### src/rtl/stopwatch_pkg.sv
// Shared types and constants for the MM:SS BCD stopwatch.
// Builds with the optional tick synchronizer when STOPWATCH_SYNC_EN is defined.
package stopwatch_pkg;

  localparam int DIGIT_W = 4;

  localparam logic [DIGIT_W-1:0] UNITS_MAX    = 4'd9;
  localparam logic [DIGIT_W-1:0] SEC_TENS_MAX = 4'd5;

  typedef enum logic [1:0] {
    ST_IDLE  = 2'b00,
    ST_RUN   = 2'b01,
    ST_PAUSE = 2'b10
  } state_t;

  // Using >= keeps the digit legal even if it somehow held a value above its limit.
  function automatic logic [DIGIT_W-1:0] bcd_inc(input logic [DIGIT_W-1:0] d,
                                                 input logic [DIGIT_W-1:0] lim);
    return (d >= lim) ? '0 : d + 4'd1;
  endfunction

endpackage

### src/rtl/tick_edge_detect.sv
// Turns the divider's square wave into a one-cycle tick_rise strobe.
// With STOPWATCH_SYNC_EN a two-flop synchronizer sits in front of the edge flop.
module tick_edge_detect (
  input  logic clk_in,
  input  logic rst,
  input  logic tick_in,
  output logic tick_rise
);

`ifdef STOPWATCH_SYNC_EN
  logic [1:0] sync;
  logic       prev;

  always_ff @(posedge clk_in or posedge rst) begin
    if (rst) begin
      sync <= '0;
      prev <= 1'b0;
    end else begin
      sync <= {sync[0], tick_in};
      prev <= sync[1];
    end
  end

  assign tick_rise = sync[1] & ~prev;
`else
  // tick_in is already in the clk_in domain, so it is sampled directly.
  logic prev;

  always_ff @(posedge clk_in or posedge rst) begin
    if (rst) prev <= 1'b0;
    else     prev <= tick_in;
  end

  assign tick_rise = tick_in & ~prev;
`endif

endmodule

### src/rtl/stopwatch_bcd.sv
// MM:SS stopwatch: start/stop/clear FSM driving a four-digit BCD counter.
// STOPWATCH_SYNC_EN selects the synchronized tick path inside tick_edge_detect.
module stopwatch_bcd
  import stopwatch_pkg::*;
#(
  parameter int unsigned MAX_MIN_TENS = 5
) (
  input  logic               clk_in,
  input  logic               rst,
  input  logic               tick_in,
  input  logic               start_stop,
  input  logic               clear,
  output logic [DIGIT_W-1:0] sec_ones,
  output logic [DIGIT_W-1:0] sec_tens,
  output logic [DIGIT_W-1:0] min_ones,
  output logic [DIGIT_W-1:0] min_tens,
  output logic               running,
  output logic               wrap,
  output state_t             state
);

  localparam logic [DIGIT_W-1:0] MIN_TENS_MAX = DIGIT_W'(MAX_MIN_TENS);

  logic               tick_rise;
  logic [DIGIT_W-1:0] sec_ones_n, sec_tens_n, min_ones_n, min_tens_n;
  logic               carry_so, carry_st, carry_mo, at_max;

  tick_edge_detect u_tick (
    .clk_in    (clk_in),
    .rst       (rst),
    .tick_in   (tick_in),
    .tick_rise (tick_rise)
  );

  // Ripple carries are decoded from the current digits so all four update together.
  always_comb begin
    carry_so   = (sec_ones == UNITS_MAX);
    carry_st   = carry_so & (sec_tens == SEC_TENS_MAX);
    carry_mo   = carry_st & (min_ones == UNITS_MAX);
    at_max     = carry_mo & (min_tens >= MIN_TENS_MAX);
    sec_ones_n = bcd_inc(sec_ones, UNITS_MAX);
    sec_tens_n = carry_so ? bcd_inc(sec_tens, SEC_TENS_MAX) : sec_tens;
    min_ones_n = carry_st ? bcd_inc(min_ones, UNITS_MAX)    : min_ones;
    min_tens_n = carry_mo ? bcd_inc(min_tens, MIN_TENS_MAX) : min_tens;
  end

  always_ff @(posedge clk_in or posedge rst) begin
    if (rst) begin
      state    <= ST_IDLE;
      running  <= 1'b0;
      wrap     <= 1'b0;
      sec_ones <= '0;
      sec_tens <= '0;
      min_ones <= '0;
      min_tens <= '0;
    end else begin
      wrap <= 1'b0;
      if (clear) begin
        state    <= ST_IDLE;
        running  <= 1'b0;
        sec_ones <= '0;
        sec_tens <= '0;
        min_ones <= '0;
        min_tens <= '0;
      end else begin
        case (state)
          ST_IDLE: begin
            sec_ones <= '0;
            sec_tens <= '0;
            min_ones <= '0;
            min_tens <= '0;
            if (start_stop) begin
              state   <= ST_RUN;
              running <= 1'b1;
            end
          end
          ST_RUN: begin
            if (tick_rise) begin
              sec_ones <= sec_ones_n;
              sec_tens <= sec_tens_n;
              min_ones <= min_ones_n;
              min_tens <= min_tens_n;
              wrap     <= at_max;
            end
            if (start_stop) begin
              state   <= ST_PAUSE;
              running <= 1'b0;
            end
          end
          ST_PAUSE: begin
            if (start_stop) begin
              state   <= ST_RUN;
              running <= 1'b1;
            end
          end
          default: begin
            state    <= ST_IDLE;
            running  <= 1'b0;
            sec_ones <= '0;
            sec_tens <= '0;
            min_ones <= '0;
            min_tens <= '0;
          end
        endcase
      end
    end
  end

endmodule
### config.mk
export PLATFORM = sky130hd
export DESIGN_NAME = stopwatch_bcd
export DESIGN_NICKNAME = d
export VERILOG_FILES = /design/src/rtl/stopwatch_pkg.sv /design/src/rtl/tick_edge_detect.sv /design/src/rtl/stopwatch_bcd.sv
export SDC_FILE = /design/constraint.sdc
export NUM_CORES = 1
export LEC_CHECK = 0
export CORE_MARGIN = 4
export CORE_UTILIZATION = 41
export DETAILED_ROUTE_END_ITERATION = 8
export GPL_TIMING_DRIVEN = 0
export PLACE_DENSITY_LB_ADDON = 0.15
export SYNTH_ARGS = -nofsm -noshare
export SYNTH_HDL_FRONTEND = slang
export SYNTH_SLANG_ARGS = --single-unit
export TNS_END_PERCENT = 5
### constraint.sdc
create_clock -name clk_in -period 3.3 [get_ports clk_in]
set_input_delay 0.825 -clock clk_in [delete_from_list [all_inputs] [get_ports clk_in]]
set_output_delay 0.825 -clock clk_in [all_outputs]
set_load 0.005 [all_outputs]
# Word level (Yosys, flattened, before mapping)
# Cells that the tools add are included.
[totals]
ff_bits = 21
[op_classes]
bitwise_logic = 5
reduce_logical = 7
eq_ne = 12
order_cmp = 4
n_addsub = 4
mux = 30
[op_table]
columns = ["op", "n"]
rows = [
  ["4-bit two-way mux", 15],
  ["4-bit one-hot mux with 2 select lines", 4],
  ["4-bit by 1-bit adder with 4-bit output, second input constant", 4],
  ["3-bit != test, second input constant", 5],
  ["3-bit AND reduction", 3],
  ["4-bit equality test, second input constant", 2],
  ["4-bit by 3-bit >= comparator with 1-bit output, second input constant", 2],
  ["4-bit >= comparator, second input constant", 2],
  ["1-bit two-way mux", 6],
  ["2-bit two-way mux", 3],
  ["1-bit AND", 4],
  ["4-bit by 3-bit equality test with 1-bit output, second input constant", 1],
  ["2-bit one-hot mux with 2 select lines", 1],
  ["2-bit AND reduction", 2],
  ["3-bit by 1-bit != test with 1-bit output, second input constant", 1],
  ["2-bit by 1-bit equality test with 1-bit output, second input constant", 1],
  ["2-bit equality test, second input constant", 1],
  ["2-bit logical NOT", 1],
  ["2-bit != test, second input constant", 1],
  ["1-bit one-hot mux with 2 select lines", 1],
  ["2-bit OR reduction", 1],
  ["1-bit NOT", 1],
]

# Longest topological paths before layout
# Gate-level depths: netlist of the first run.
[logic_depth]
depth_word = 7
ltp_mapped = 7
depth_no_buf = 7

# By module
# A second synthesis of the first run with hierarchy kept.
[unflattened]
cells_unflattened = 131
hier_area_um2 = 1296.2
[modules_own_cells]
columns = ["module", "area_each_um2", "instances", "cells_each"]
rows = [
  ["stopwatch_bcd", 1253.7, 1, 128],
  ["tick_edge_detect", 42.5, 1, 3],
]

# Worst setup path before layout of the first run
# Ideal clock, no wire load.
[synth_path]
kind = "input-to-reg"
start = "input port clear"
end = "register sec_tens[2]"
n_path_buf = 1
cell_stages = 6
required_ps = 3224
arrival_time_ps = 1815
setup_slack_ps = 1408
cell_sequence = "or3b_1 buf_6 a211oi_4 and2b_1 o21ai_1 o21ai_1"
[synth_via]
elab_chain_len = 2
elab_cells_between_ends = 5
cone_classes = "eq/ne: 3; mux: 1; reduce/logical: 1"
[synth_lines]
columns = ["element", "line_no", "text"]
rows = [
  ["start, declared", "stopwatch_bcd.sv:12", "input logic clear,"],
  ["3-bit != test (no line) / 2-bit != test (equally long branches)", "--", ""],
  ["3-bit AND reduction (no line)", "--", ""],
  ["end signal, assigned", "stopwatch_bcd.sv:80", "sec_tens <= sec_tens_n;"],
  ["end, declared", "stopwatch_bcd.sv:14", "output logic [DIGIT_W-1:0] sec_tens,"],
]
# Parallel ways exist; a longest one is shown, timed or not.
# A chain may end at the register's enable or synchronous reset.

# Worst setup path after layout of the first run
[layout_path]
start = "register min_ones[0]"
end = "output port min_ones[0]"
[layout_lines]
columns = ["element", "line_no", "text"]
rows = [
  ["start, declared", "stopwatch_bcd.sv:15", "output logic [DIGIT_W-1:0] min_ones,"],
  ["start signal, assigned", "stopwatch_bcd.sv:81", "min_ones <= min_ones_n;"],
]
# No word-level cell between the ends.

==> flow_summary.json, run 1 <==
{
  "cpPeakStageDelay_ps": 550,
  "cp_max_fo": 7,
  "async_flop_share_pct": 100,
  "dpl.hpwl_mm": 1.89,
  "synthCells": 134,
  "synth-seq-area-share_pct": 41.4,
  "path_clk_slew_ps": 110,
  "worst_hold_slack_ps": 558,
  "drt_iter0_markers": 43,
  "synth.distinct_cells": 33,
  "critPathRequiredTime_ps": 2470,
  "dp_cells": 189,
  "layout_common_cells": "clkdlybuf4s50_1 (24), dfrtp_1 (21), nand2_1 (18), ha_1 (12), inv_1 (11)",
  "synth_compound_area_share_pct": 17.2,
  "clkLatencyLatePin_ps": 300,
  "slew_viol_final": 0,
  "seqCellArea_sq_um": 526,
  "clock.fmax_ghz": 0.464,
  "cap_violations": 0,
  "final_nets": 180,
  "synth-simple-area-share_pct": 22.1,
  "whs_path_depth": 2,
  "synthTopCellsByArea": "dfrtp_1 (41%), ha_1 (12%), nand2_1 (5.3%)",
  "synth_xor_xnor_area_share_pct": 1.38,
  "p_leak_nw": 0.667,
  "num_antenna_cells": 0,
  "synth_adder_area_share_pct": 11.8,
  "synth_top_family_by_area": "simple AND/OR/NAND/NOR gates",
  "grt_overflow": 0,
  "cts_resized": 0,
  "layout_commonest_cell": "clkdlybuf4s50_1",
  "path_buf_inv": 1,
  "die_w_um": 63.6,
  "cpLargestDelayFamily": "buffers and inverters",
  "worst_setup_path_end_kind": "output pin",
  "synth_top_area_share_pct": 41.4,
  "wl_mm": 2.47,
  "cts_sinks": 21,
  "design.core.area_sq_um": 2850,
  "firstDrtPassIters": 4,
  "fin_crit_sh_pct": 65.3,
  "detail-route-antenna-nets": 0,
  "clockBufferDepth": 2,
  "synth_area_per_cell_sq_um": 9.47,
  "hp-class": "flop to flop",
  "slowest_stage": "clkdlybuf4s50_1",
  "grt_max_degree": 22,
  "startpoint_type": "flop",
  "fin_cells": 193,
  "critical_path_class": "flop to output pin",
  "tns_ps": 0,
  "fin_total_pwr_mw": 0.466,
  "drive_gt1_share_pct": 8.02,
  "outcome": "finished, final reports clean",
  "worst_ep_arrival_time_ps": 1330,
  "dieArea_sq_um": 4050,
  "yosysTopAreaCell": "dfrtp_1",
  "worst_pin_slew_ps": 815,
  "drc": 0,
  "worstPathCellList": "clkdlybuf4s50_1",
  "ios": 25,
  "power_density_nw_per_um2": 296,
  "routedWlPerCell_um": 12.8,
  "ys_warn_count": 0,
  "synth.ff_latch_count": 21,
  "cts_setup_buffers": 0,
  "grt_first_pass_wirelength_mm": 4.44,
  "relSlewSlack_pct": 45.6,
  "cp.depth": 1,
  "synth_mux_area_share_pct": 1.58,
  "area_growth_syn_to_layout_pct": 24.1,
  "numPortBuffers": 24,
  "htreeDepth": 1,
  "die-height_um": 63.6,
  "syn_nets": 151,
  "skew_ps": 7.26,
  "cts_made_buffers": 3,
  "vdd_drop_max_mv": 0.195,
  "cts_root_buf": "clkbuf_4",
  "synth_edf_count": 0,
  "synth-main-ff-cell": "dfrtp_1",
  "start_util_pct": 44.5,
  "fill_cells": 274,
  "rows": 19,
  "routabilityCongestion": 0.809,
  "multi_input_area_sq_um": 686,
  "vias": 1013,
  "grt_use_total_pct": 13.4,
  "rsz0062_at_grt": "no",
  "viasPerCell": 5.25,
  "finalHoldViolCount": 0,
  "cts_tree": "yes",
  "setup-violations-final": 0,
  "grt_pass1_vias": 1014,
  "reg2regPathDepth": 6,
  "placed_cell_area_sq_um": 1550,
  "finalInstanceArea_sq_um": 1570,
  "netlist_area_sq_um": 1270,
  "cts_hold_buf": 0,
  "antenna_found_initial": 0,
  "fin_crit_ps": 2150
}
==> stage by stage <==
| step | setup slack, ps | util [%] |
|---|---|---|
| 2_1_floorplan | 1410 | - |
| 4_1_cts | 1130 | 55.2 |
| 5_1_grt | 1050 | 55.2 |
| 3_5_place_dp | 856 | 54.3 |
| 3_3_place_gp | 876 | 54.3 |
| 6_report | 1150 | 55.2 |
==> final timing paths <==
path	startpoint	to	slack, ps
worst max-delay path	min_ones[0]	min_ones[0]	1150
worst min register to register	running	running	560
worst max register to register	sec_ones[0]	sec_ones[2]	1490
max in group asynchronous	rst	state[1]	1820
worst min-delay path	running	running	560
min in group asynchronous	rst	sec_ones[2]	970
==> sequential cells by signal, indices dropped and copies added (netlist names) <==
name	cells
u_tick.prev	1
state	2
min_tens	4
min_ones	4
wrap	1
sec_ones	4
running	1
sec_tens	4
==> report_power, final <==
part / total [mW] / switching [mW] / internal (mW)
Combinational: 0.0699 / 0.0376 / 0.0323
Sequential: 0.271 / 0.00813 / 0.263
Clock: 0.125 / 0.0776 / 0.0471
==> per-layer routing <==
| layer | vias to the layer above | global-route usage [%] | share of wire, % |
|---|---|---|---|
| met5 | - | 0 | 0 |
| met4 | 0 | 5.66 | 1.7 |
| met3 | 5 | 2.49 | 5.2 |
| met2 | 24 | 21.1 | 44 |
| met1 | 470 | 17.9 | 49 |
| li1 | 514 | - | - |
==> cells by family (layout without fill, tap and decap cells) <==
logic type | Yosys count | after routing
AND/OR/NAND/NOR | 52 | 52
flip-flops | 21 | 21
adder cells (fa/ha/maj) | 12 | 12
XOR/XNOR | 2 | 2
multiplexers | 2 | 2
buffers and inverters | 13 | 41
AO/OA/AOI/OAI | 32 | 32
==> cells in the mapped netlist (all sizes together), types with 3 or more instances <==
library cell / count
dfrtp: 21
o21ai: 20
nand2: 18
ha: 12
inv: 11
nand2b: 8
nor2: 6
a21oi: 4
and2b: 3
nand3b: 3
o22ai: 3
==> layout make-up <==
type                       instances  share of cell area (%)
buffer                             2                    1.03
clock buffer                       4                    1.67
inverter                          11                    2.62
multi-input combinational        100                    43.6
sequential                        21                    33.4
tap                               31                    2.46
timing repair buffer              24                    15.3
Power figures use the tool's default switching activity.
==> inputs of run 2 (changes only) <==
==> constraint.sdc (replaced) <==
create_clock -name clk_in -period 2 [get_ports clk_in]
set_input_delay 0.5 -clock clk_in [delete_from_list [all_inputs] [get_ports clk_in]]
set_output_delay 0.5 -clock clk_in [all_outputs]
set_load 0.005 [all_outputs]
==> results of run 2 <==
Same layout as run 1 (identical final DEF). Status: finished, final reports clean.
Among the figures that moved: setup slack after placement 856 ps -> -119 ps; setup slack after layout 1150 ps -> 172 ps; register-to-register setup slack 1490 ps -> 190 ps; total power 0.466 mW -> 0.769 mW; worst IR drop on VDD 0.195 mV -> 0.321 mV
